`src/rtl/neopixel_strand_engine.sv`:
```
// neopixel_strand_engine
//   WS2812-style strand driver. The host writes colour bytes into a frame
//   buffer of NUM_PIXELS 24-bit GRB words, then requests a transmit. The
//   engine serialises pixel 0 first, each pixel as G,R,B MSB first. Every
//   bit is a high phase followed by a low phase. A latch gap follows the
//   last bit, and then frame_done pulses for one cycle.
//
//   Optional feature macro: NEO_BRIGHTNESS_EN
//     When defined, the design adds a brightness[7:0] input. It is captured
//     when a send is accepted, and every transmitted byte is scaled by it.
//     The buffer itself is never modified.
//
// Ports
//   clock          in   system clock
//   reset          in   asynchronous, active-high
//   color_level    in   [7:0] byte to store
//   color_index    in   [1:0] 00=R, 01=B, 10=G, 11=no write
//   pixel_index    in   [PIX_W-1:0] target pixel, >= NUM_PIXELS ignored
//   load_color     in   write request (taken when ready_to_load)
//   send_it        in   transmit request (taken when ready_to_send)
//   brightness     in   [7:0] scale factor (NEO_BRIGHTNESS_EN only)
//   neo_data       out  serial strand data
//   ready_to_load  out  buffer writable (IDLE or LATCH)
//   ready_to_send  out  transmit can start (IDLE)
//   frame_done     out  one-cycle pulse when LATCH returns to IDLE
module neopixel_strand_engine #(
  parameter int NUM_PIXELS = 8,
  parameter int T1H        = 35,
  parameter int T1L        = 30,
  parameter int T0H        = 18,
  parameter int T0L        = 40,
  parameter int TRESET     = 2500,
  localparam int PIX_W     = (NUM_PIXELS > 1) ? $clog2(NUM_PIXELS) : 1
) (
  input  logic             clock,
  input  logic             reset,
  input  logic [7:0]       color_level,
  input  logic [1:0]       color_index,
  input  logic [PIX_W-1:0] pixel_index,
  input  logic             load_color,
  input  logic             send_it,
`ifdef NEO_BRIGHTNESS_EN
  input  logic [7:0]       brightness,
`endif
  output logic             neo_data,
  output logic             ready_to_load,
  output logic             ready_to_send,
  output logic             frame_done
);

  localparam int MAX_HI  = (T1H > T0H) ? T1H : T0H;
  localparam int MAX_LO  = (T1L > T0L) ? T1L : T0L;
  localparam int MAX_BIT = (MAX_HI > MAX_LO) ? MAX_HI : MAX_LO;
  localparam int MAX_T   = (MAX_BIT > TRESET) ? MAX_BIT : TRESET;
  localparam int CNT_W   = $clog2(MAX_T + 1);

  localparam logic [CNT_W-1:0] T1H_LAST    = CNT_W'(T1H - 1);
  localparam logic [CNT_W-1:0] T1L_LAST    = CNT_W'(T1L - 1);
  localparam logic [CNT_W-1:0] T0H_LAST    = CNT_W'(T0H - 1);
  localparam logic [CNT_W-1:0] T0L_LAST    = CNT_W'(T0L - 1);
  localparam logic [CNT_W-1:0] TRESET_LAST = CNT_W'(TRESET - 1);
  localparam logic [PIX_W-1:0] LAST_PIX    = PIX_W'(NUM_PIXELS - 1);
  localparam logic [PIX_W:0]   PIX_LIMIT   = (PIX_W + 1)'(NUM_PIXELS);

  typedef enum logic [1:0] {IDLE, HIGH, LOW, LATCH} state_t;

  state_t           state;
  logic [CNT_W-1:0] cnt;
  logic [4:0]       bit_cnt;
  logic [PIX_W-1:0] pix_cnt;
  logic [23:0]      shift_reg;
  logic [23:0]      frame_buf [NUM_PIXELS];

  logic             write_en;
  logic             send_accept;
  logic             last_pix;
  logic [PIX_W-1:0] next_pix;
  logic [CNT_W-1:0] high_last;
  logic [CNT_W-1:0] low_last;
  logic [23:0]      first_word;
  logic [23:0]      next_word;

`ifdef NEO_BRIGHTNESS_EN
  logic [7:0] bright_reg;

  // (level * (brightness + 1)) >> 8, so 255 passes the byte through unchanged.
  function automatic logic [7:0] scale_byte(input logic [7:0] level, input logic [7:0] b);
    logic [15:0] prod;
    prod = {8'd0, level} * ({8'd0, b} + 16'd1);
    return prod[15:8];
  endfunction

  function automatic logic [23:0] scale_word(input logic [23:0] w, input logic [7:0] b);
    return {scale_byte(w[23:16], b), scale_byte(w[15:8], b), scale_byte(w[7:0], b)};
  endfunction
`endif

  assign ready_to_load = (state == IDLE) || (state == LATCH);
  assign ready_to_send = (state == IDLE);

  // A simultaneous load wins over send, even when the load itself is a no-op.
  assign send_accept = (state == IDLE) && send_it && !load_color;
  assign write_en    = load_color && ready_to_load && (color_index != 2'b11)
                       && ({1'b0, pixel_index} < PIX_LIMIT);

  assign last_pix  = (pix_cnt == LAST_PIX);
  assign next_pix  = last_pix ? '0 : pix_cnt + 1'b1;
  assign high_last = shift_reg[23] ? T1H_LAST : T0H_LAST;
  assign low_last  = shift_reg[23] ? T1L_LAST : T0L_LAST;

  // Pixel 0 is scaled by the live brightness because the register captures
  // it on the same edge. Later pixels use the value held for this frame.
`ifdef NEO_BRIGHTNESS_EN
  assign first_word = scale_word(frame_buf[0], brightness);
  assign next_word  = scale_word(frame_buf[next_pix], bright_reg);
`else
  assign first_word = frame_buf[0];
  assign next_word  = frame_buf[next_pix];
`endif

  // Frame buffer: one byte per accepted write, the other bytes hold.
  always_ff @(posedge clock or posedge reset) begin
    if (reset) begin
      for (int i = 0; i < NUM_PIXELS; i++) frame_buf[i] <= '0;
    end else if (write_en) begin
      case (color_index)
        2'b00:   frame_buf[pixel_index][15:8]  <= color_level;
        2'b01:   frame_buf[pixel_index][7:0]   <= color_level;
        2'b10:   frame_buf[pixel_index][23:16] <= color_level;
        default: ;
      endcase
    end
  end

  // Transmit FSM. neo_data is registered and changes on the same edge as
  // the state, so each phase lasts exactly its count of cycles. The next
  // pixel is fetched directly into HIGH, so no gap cycle appears.
  always_ff @(posedge clock or posedge reset) begin
    if (reset) begin
      state      <= IDLE;
      cnt        <= '0;
      bit_cnt    <= '0;
      pix_cnt    <= '0;
      shift_reg  <= '0;
      neo_data   <= 1'b0;
      frame_done <= 1'b0;
`ifdef NEO_BRIGHTNESS_EN
      bright_reg <= '0;
`endif
    end else begin
      frame_done <= 1'b0;
      case (state)
        IDLE: begin
          if (send_accept) begin
            state     <= HIGH;
            shift_reg <= first_word;
            bit_cnt   <= 5'd23;
            pix_cnt   <= '0;
            cnt       <= '0;
            neo_data  <= 1'b1;
`ifdef NEO_BRIGHTNESS_EN
            bright_reg <= brightness;
`endif
          end
        end
        HIGH: begin
          if (cnt == high_last) begin
            state    <= LOW;
            cnt      <= '0;
            neo_data <= 1'b0;
          end else begin
            cnt <= cnt + 1'b1;
          end
        end
        LOW: begin
          if (cnt == low_last) begin
            cnt <= '0;
            if (bit_cnt != 5'd0) begin
              bit_cnt   <= bit_cnt - 5'd1;
              shift_reg <= {shift_reg[22:0], 1'b0};
              state     <= HIGH;
              neo_data  <= 1'b1;
            end else if (!last_pix) begin
              pix_cnt   <= next_pix;
              shift_reg <= next_word;
              bit_cnt   <= 5'd23;
              state     <= HIGH;
              neo_data  <= 1'b1;
            end else begin
              state <= LATCH;
            end
          end else begin
            cnt <= cnt + 1'b1;
          end
        end
        LATCH: begin
          if (cnt == TRESET_LAST) begin
            state      <= IDLE;
            cnt        <= '0;
            frame_done <= 1'b1;
          end else begin
            cnt <= cnt + 1'b1;
          end
        end
        default: state <= IDLE;
      endcase
    end
  end

endmodule
```
`config.mk`:
```
export PLATFORM = sky130hd
export DESIGN_NAME = neopixel_strand_engine
export DESIGN_NICKNAME = d
export VERILOG_FILES = /design/src/rtl/neopixel_strand_engine.sv
export SDC_FILE = /design/constraint.sdc
export NUM_CORES = 1
export LEC_CHECK = 0
export ABC_CLOCK_PERIOD_IN_PS = 10800
export CELL_PAD_IN_SITES_DETAIL_PLACEMENT = 1
export CELL_PAD_IN_SITES_GLOBAL_PLACEMENT = 2
export CORE_UTILIZATION = 43
export CTS_CLUSTER_SIZE = 10
export DETAILED_ROUTE_END_ITERATION = 16
export GPL_ROUTABILITY_DRIVEN = 0
export PLACE_DENSITY_LB_ADDON = 0.1
export SYNTH_ARGS = -nofsm -noshare
export SYNTH_HDL_FRONTEND = slang
export SYNTH_SLANG_ARGS = --single-unit
```
`constraint.sdc`:
```
create_clock -name clock -period 10.8 [get_ports clock]
set_clock_uncertainty 0.1 [all_clocks]
set_input_delay 2.16 -clock clock [delete_from_list [all_inputs] [get_ports clock]]
set_output_delay 2.16 -clock clock [all_outputs]
set_load 0.02 [all_outputs]
```
==> flow_summary.rst <==
.. list-table::
   :header-rows: 1

   * - Metric
     - Value
   * - Worst r2r path cells
     - 8
   * - Total of max-cap violations
     - 0
   * - Met3 Use GR
     - 3.440%
   * - Portion of synthesized cell area occupied by the leading cell type
     - 52.66%
   * - Post-synthesis cell type with the largest combined area
     - sky130_fd_sc_hd__dfrtp_1
   * - Shortest period the worst path allows
     - 4.796 ns
   * - Required time of the critical path
     - 11.13 ns
   * - CP Data Arrival Time
     - 5.13 ns
   * - Worst setup SP type
     - input pin
   * - Global-route wire length before repair
     - 52.87 mm
   * - Area of the mapped netlist
     - 0.01140 mm2
   * - Nature of the critical path endpoint
     - flop
   * - Resized Gates After CTS
     - 0
   * - Seq/Total Area, Yosys
     - 52.66%
   * - Core area
     - 0.02606 mm2
   * - Cell count after synthesis
     - 999
   * - Final worst slack
     - 6.004 ns
   * - Routed wire length per instance
     - 25.22 um
   * - Unrepaired setup endpoints after global routing
     - false
   * - CTS Root Buffer Type
     - sky130_fd_sc_hd__clkbuf_16
   * - GRT met1 Usage
     - 37.99%
   * - HPWL after DPL
     - 21.13 mm
   * - Static power due to leakage
     - 5.639 nW
   * - Pwr per Cell Area
     - 240.9 mW/mm2
   * - Starting DRC count in detailed routing
     - 506
   * - Per-cell via count in the routed design
     - 6.092
   * - Die Wd
     - 164.9 um
   * - # IOs
     - 21
   * - Setup tns final
     - 0 ns
   * - Vias in the first global route
     - 8,595
   * - Number of slew-limit violations in the final report
     - 0
   * - Number of failing hold endpoints at the final stage
     - 0
   * - Setup WS pre-CTS
     - 5.520 ns
   * - DIE AREA
     - 0.02718 mm2
   * - Number of enable flip-flop cells after synthesis
     - 0
   * - Worst Max-Slew Pin Slew
     - 1.232 ns
   * - Total routing resource utilization after global routing
     - 26.20%
   * - Most numerous cell in the Yosys netlist
     - sky130_fd_sc_hd__dfrtp_1
   * - Initial antenna violation count
     - 0
   * - Final non-filler cell area
     - 0.01272 mm2
   * - Die span in y
     - 164.9 um
   * - TritonCTS clock tree
     - done
   * - Dominant register cell in the synthesized netlist
     - sky130_fd_sc_hd__dfrtp_1
   * - Number of register bits inferred by synthesis
     - 240
   * - Synth Area per Inst
     - 11.42 um2
   * - Sink Count
     - 240
   * - Post-CTS setup buffer count
     - 0
   * - CTS Buf Count
     - 29
   * - Yosys warning total
     - 0
   * - Finish-stage setup viols
     - 0
   * - Top cell types by occurrence after synthesis
     - sky130_fd_sc_hd__dfrtp_1 (240), sky130_fd_sc_hd__a22o_1 (132), sky130_fd_sc_hd__nand2_1 (105)
   * - Met2 Resource Use GR
     - 41.39%
   * - Number of nets in the final layout
     - 1,032
   * - Ant diodes
     - 0
   * - IR drop worst, VDD
     - 153.0 uV
   * - Insertion delay of the later-clocked pin in the worst-skew pair
     - 0.56 ns
   * - Maximum root-to-sink buffer count
     - 3
   * - Post-synthesis net count
     - 1,030
   * - Total number of vias
     - 8,206
   * - DRC errors left
     - 0
   * - Share of the clock period used by the worst path
     - 44.41%
   * - Worst hold-check path type
     - flop to flop
   * - PortBufs
     - 20
   * - Maximum clock frequency
     - 0.2085 GHz
   * - Distinct cell type count of the synthesized netlist
     - 51
   * - Largest net degree at the start of global routing
     - 111
   * - Number of cell rows
     - 59
   * - Drt total wl
     - 33.97 mm
   * - Gr ovfl total
     - 0
   * - Worst hold-check slack
     - 0.3786 ns
   * - Number of stages on the worst hold path
     - 2
   * - Area post-placement
     - 0.01187 mm2
   * - Worst slew margin relative to its limit
     - 17.58%
   * - Outcome
     - complete, no violations
   * - Crit-path max FO
     - 8
   * - Signed area change from the synthesized netlist to the final layout
     - 11.52%
   * - Antenna Violating Nets Remaining
     - 0
   * - Fraction of final layout cells with drive strength greater than 1
     - 9.387%
   * - Initial core utilization
     - 43.77%
   * - Clock transition at the registers of the reported paths
     - 0.06 ns
   * - Largest cells by area after synthesis
     - sky130_fd_sc_hd__dfrtp_1 (53%), sky130_fd_sc_hd__a22o_1 (10%), sky130_fd_sc_hd__mux2i_1 (9.0%)
   * - Layer with the highest usage
     - met2
   * - Hold bufs inserted after CTS
     - 0
   * - Clock H-tree levels
     - 1
   * - Synth async-reset ratio
     - 100.0%
   * - Start-to-end type of the worst setup path
     - input pin to flop
   * - TritonRoute pass-1 iters
     - 5
per-stage QoR:
stage               instances  utilization, %  power (mW)
finish                   1347           48.81       3.064
global route             1347           48.81       3.234
CTS                      1347           48.81       3.099
detailed placement       1305           45.55       2.182
global placement         1305           45.55       2.158
floorplan                 999               -       1.916
layout by cell type, fill, tap and decap left out, drive strengths merged, types with 21 or more instances in the layout:
cell,Yosys,layout
clkbuf,40,39
a221oi,24,24
mux4,24,24
mux2i,102,102
a22o,132,132
a21oi,29,29
nand2,105,105
nor2,79,79
o21ai,76,76
inv,20,21
dfrtp,240,240
cell type report:
class / instances / area, um2
fill: 2779 / 13340
sequential: 240 / 6007
multi-input combinational: 674 / 5041
clock buffer: 39 / 793.3
tap: 335 / 419.2
timing repair buffer: 36 / 320.3
inverter: 20 / 82.58
clock inverter: 3 / 55.05
path summary, 6_finish.rpt:
check	endpoint	startpoint	slack [ns]
setup / recovery	flop	color_index[0]	6.00
hold / removal	flop	flop	0.38
setup reg to reg	shift_reg[20]	pix_cnt[0]	7.34
hold reg to reg	flop	flop	0.38
max in group asynchronous	async pin	reset	7.13
min in group asynchronous	cnt[10]	reset	2.03
cells by family after synthesis:
| logic type | Yosys count | share of synthesized area [%] |
|---|---|---|
| adders and majority gates | 14 | 1.536 |
| and+or+nand+nor | 235 | 9.194 |
| DFF | 240 | 52.66 |
| muxes | 127 | 13.79 |
| buffers and inverters | 85 | 3.335 |
| xor gates and xnor gates | 2 | 0.1536 |
| AOI/OAI and AO/OA | 296 | 19.33 |
routing by layer:
layer	up-vias	wire length (um)	part of all wire, %
li1	3685	-	-
met1	4313	15970	47
met3	50	1435	4.2
met5	-	0	0
met2	158	15870	47
met4	0	699	2.1
critical path: stages:
cell and delay (ns):
sky130_fd_sc_hd__clkdlybuf4s50_1 0.47, sky130_fd_sc_hd__ha_1 0.23, sky130_fd_sc_hd__nor4b_1 0.48, sky130_fd_sc_hd__nor2b_1 0.32, sky130_fd_sc_hd__nor2b_1 0.73, sky130_fd_sc_hd__nand2_1 0.40
sky130_fd_sc_hd__a22o_1 0.34
where the power goes:
group          switching, mW  internal, mW
clock network          0.376         0.529
logic                  0.540         0.399
registers              0.129          1.09
No activity file was read; power rests on OpenSTA's default activity.
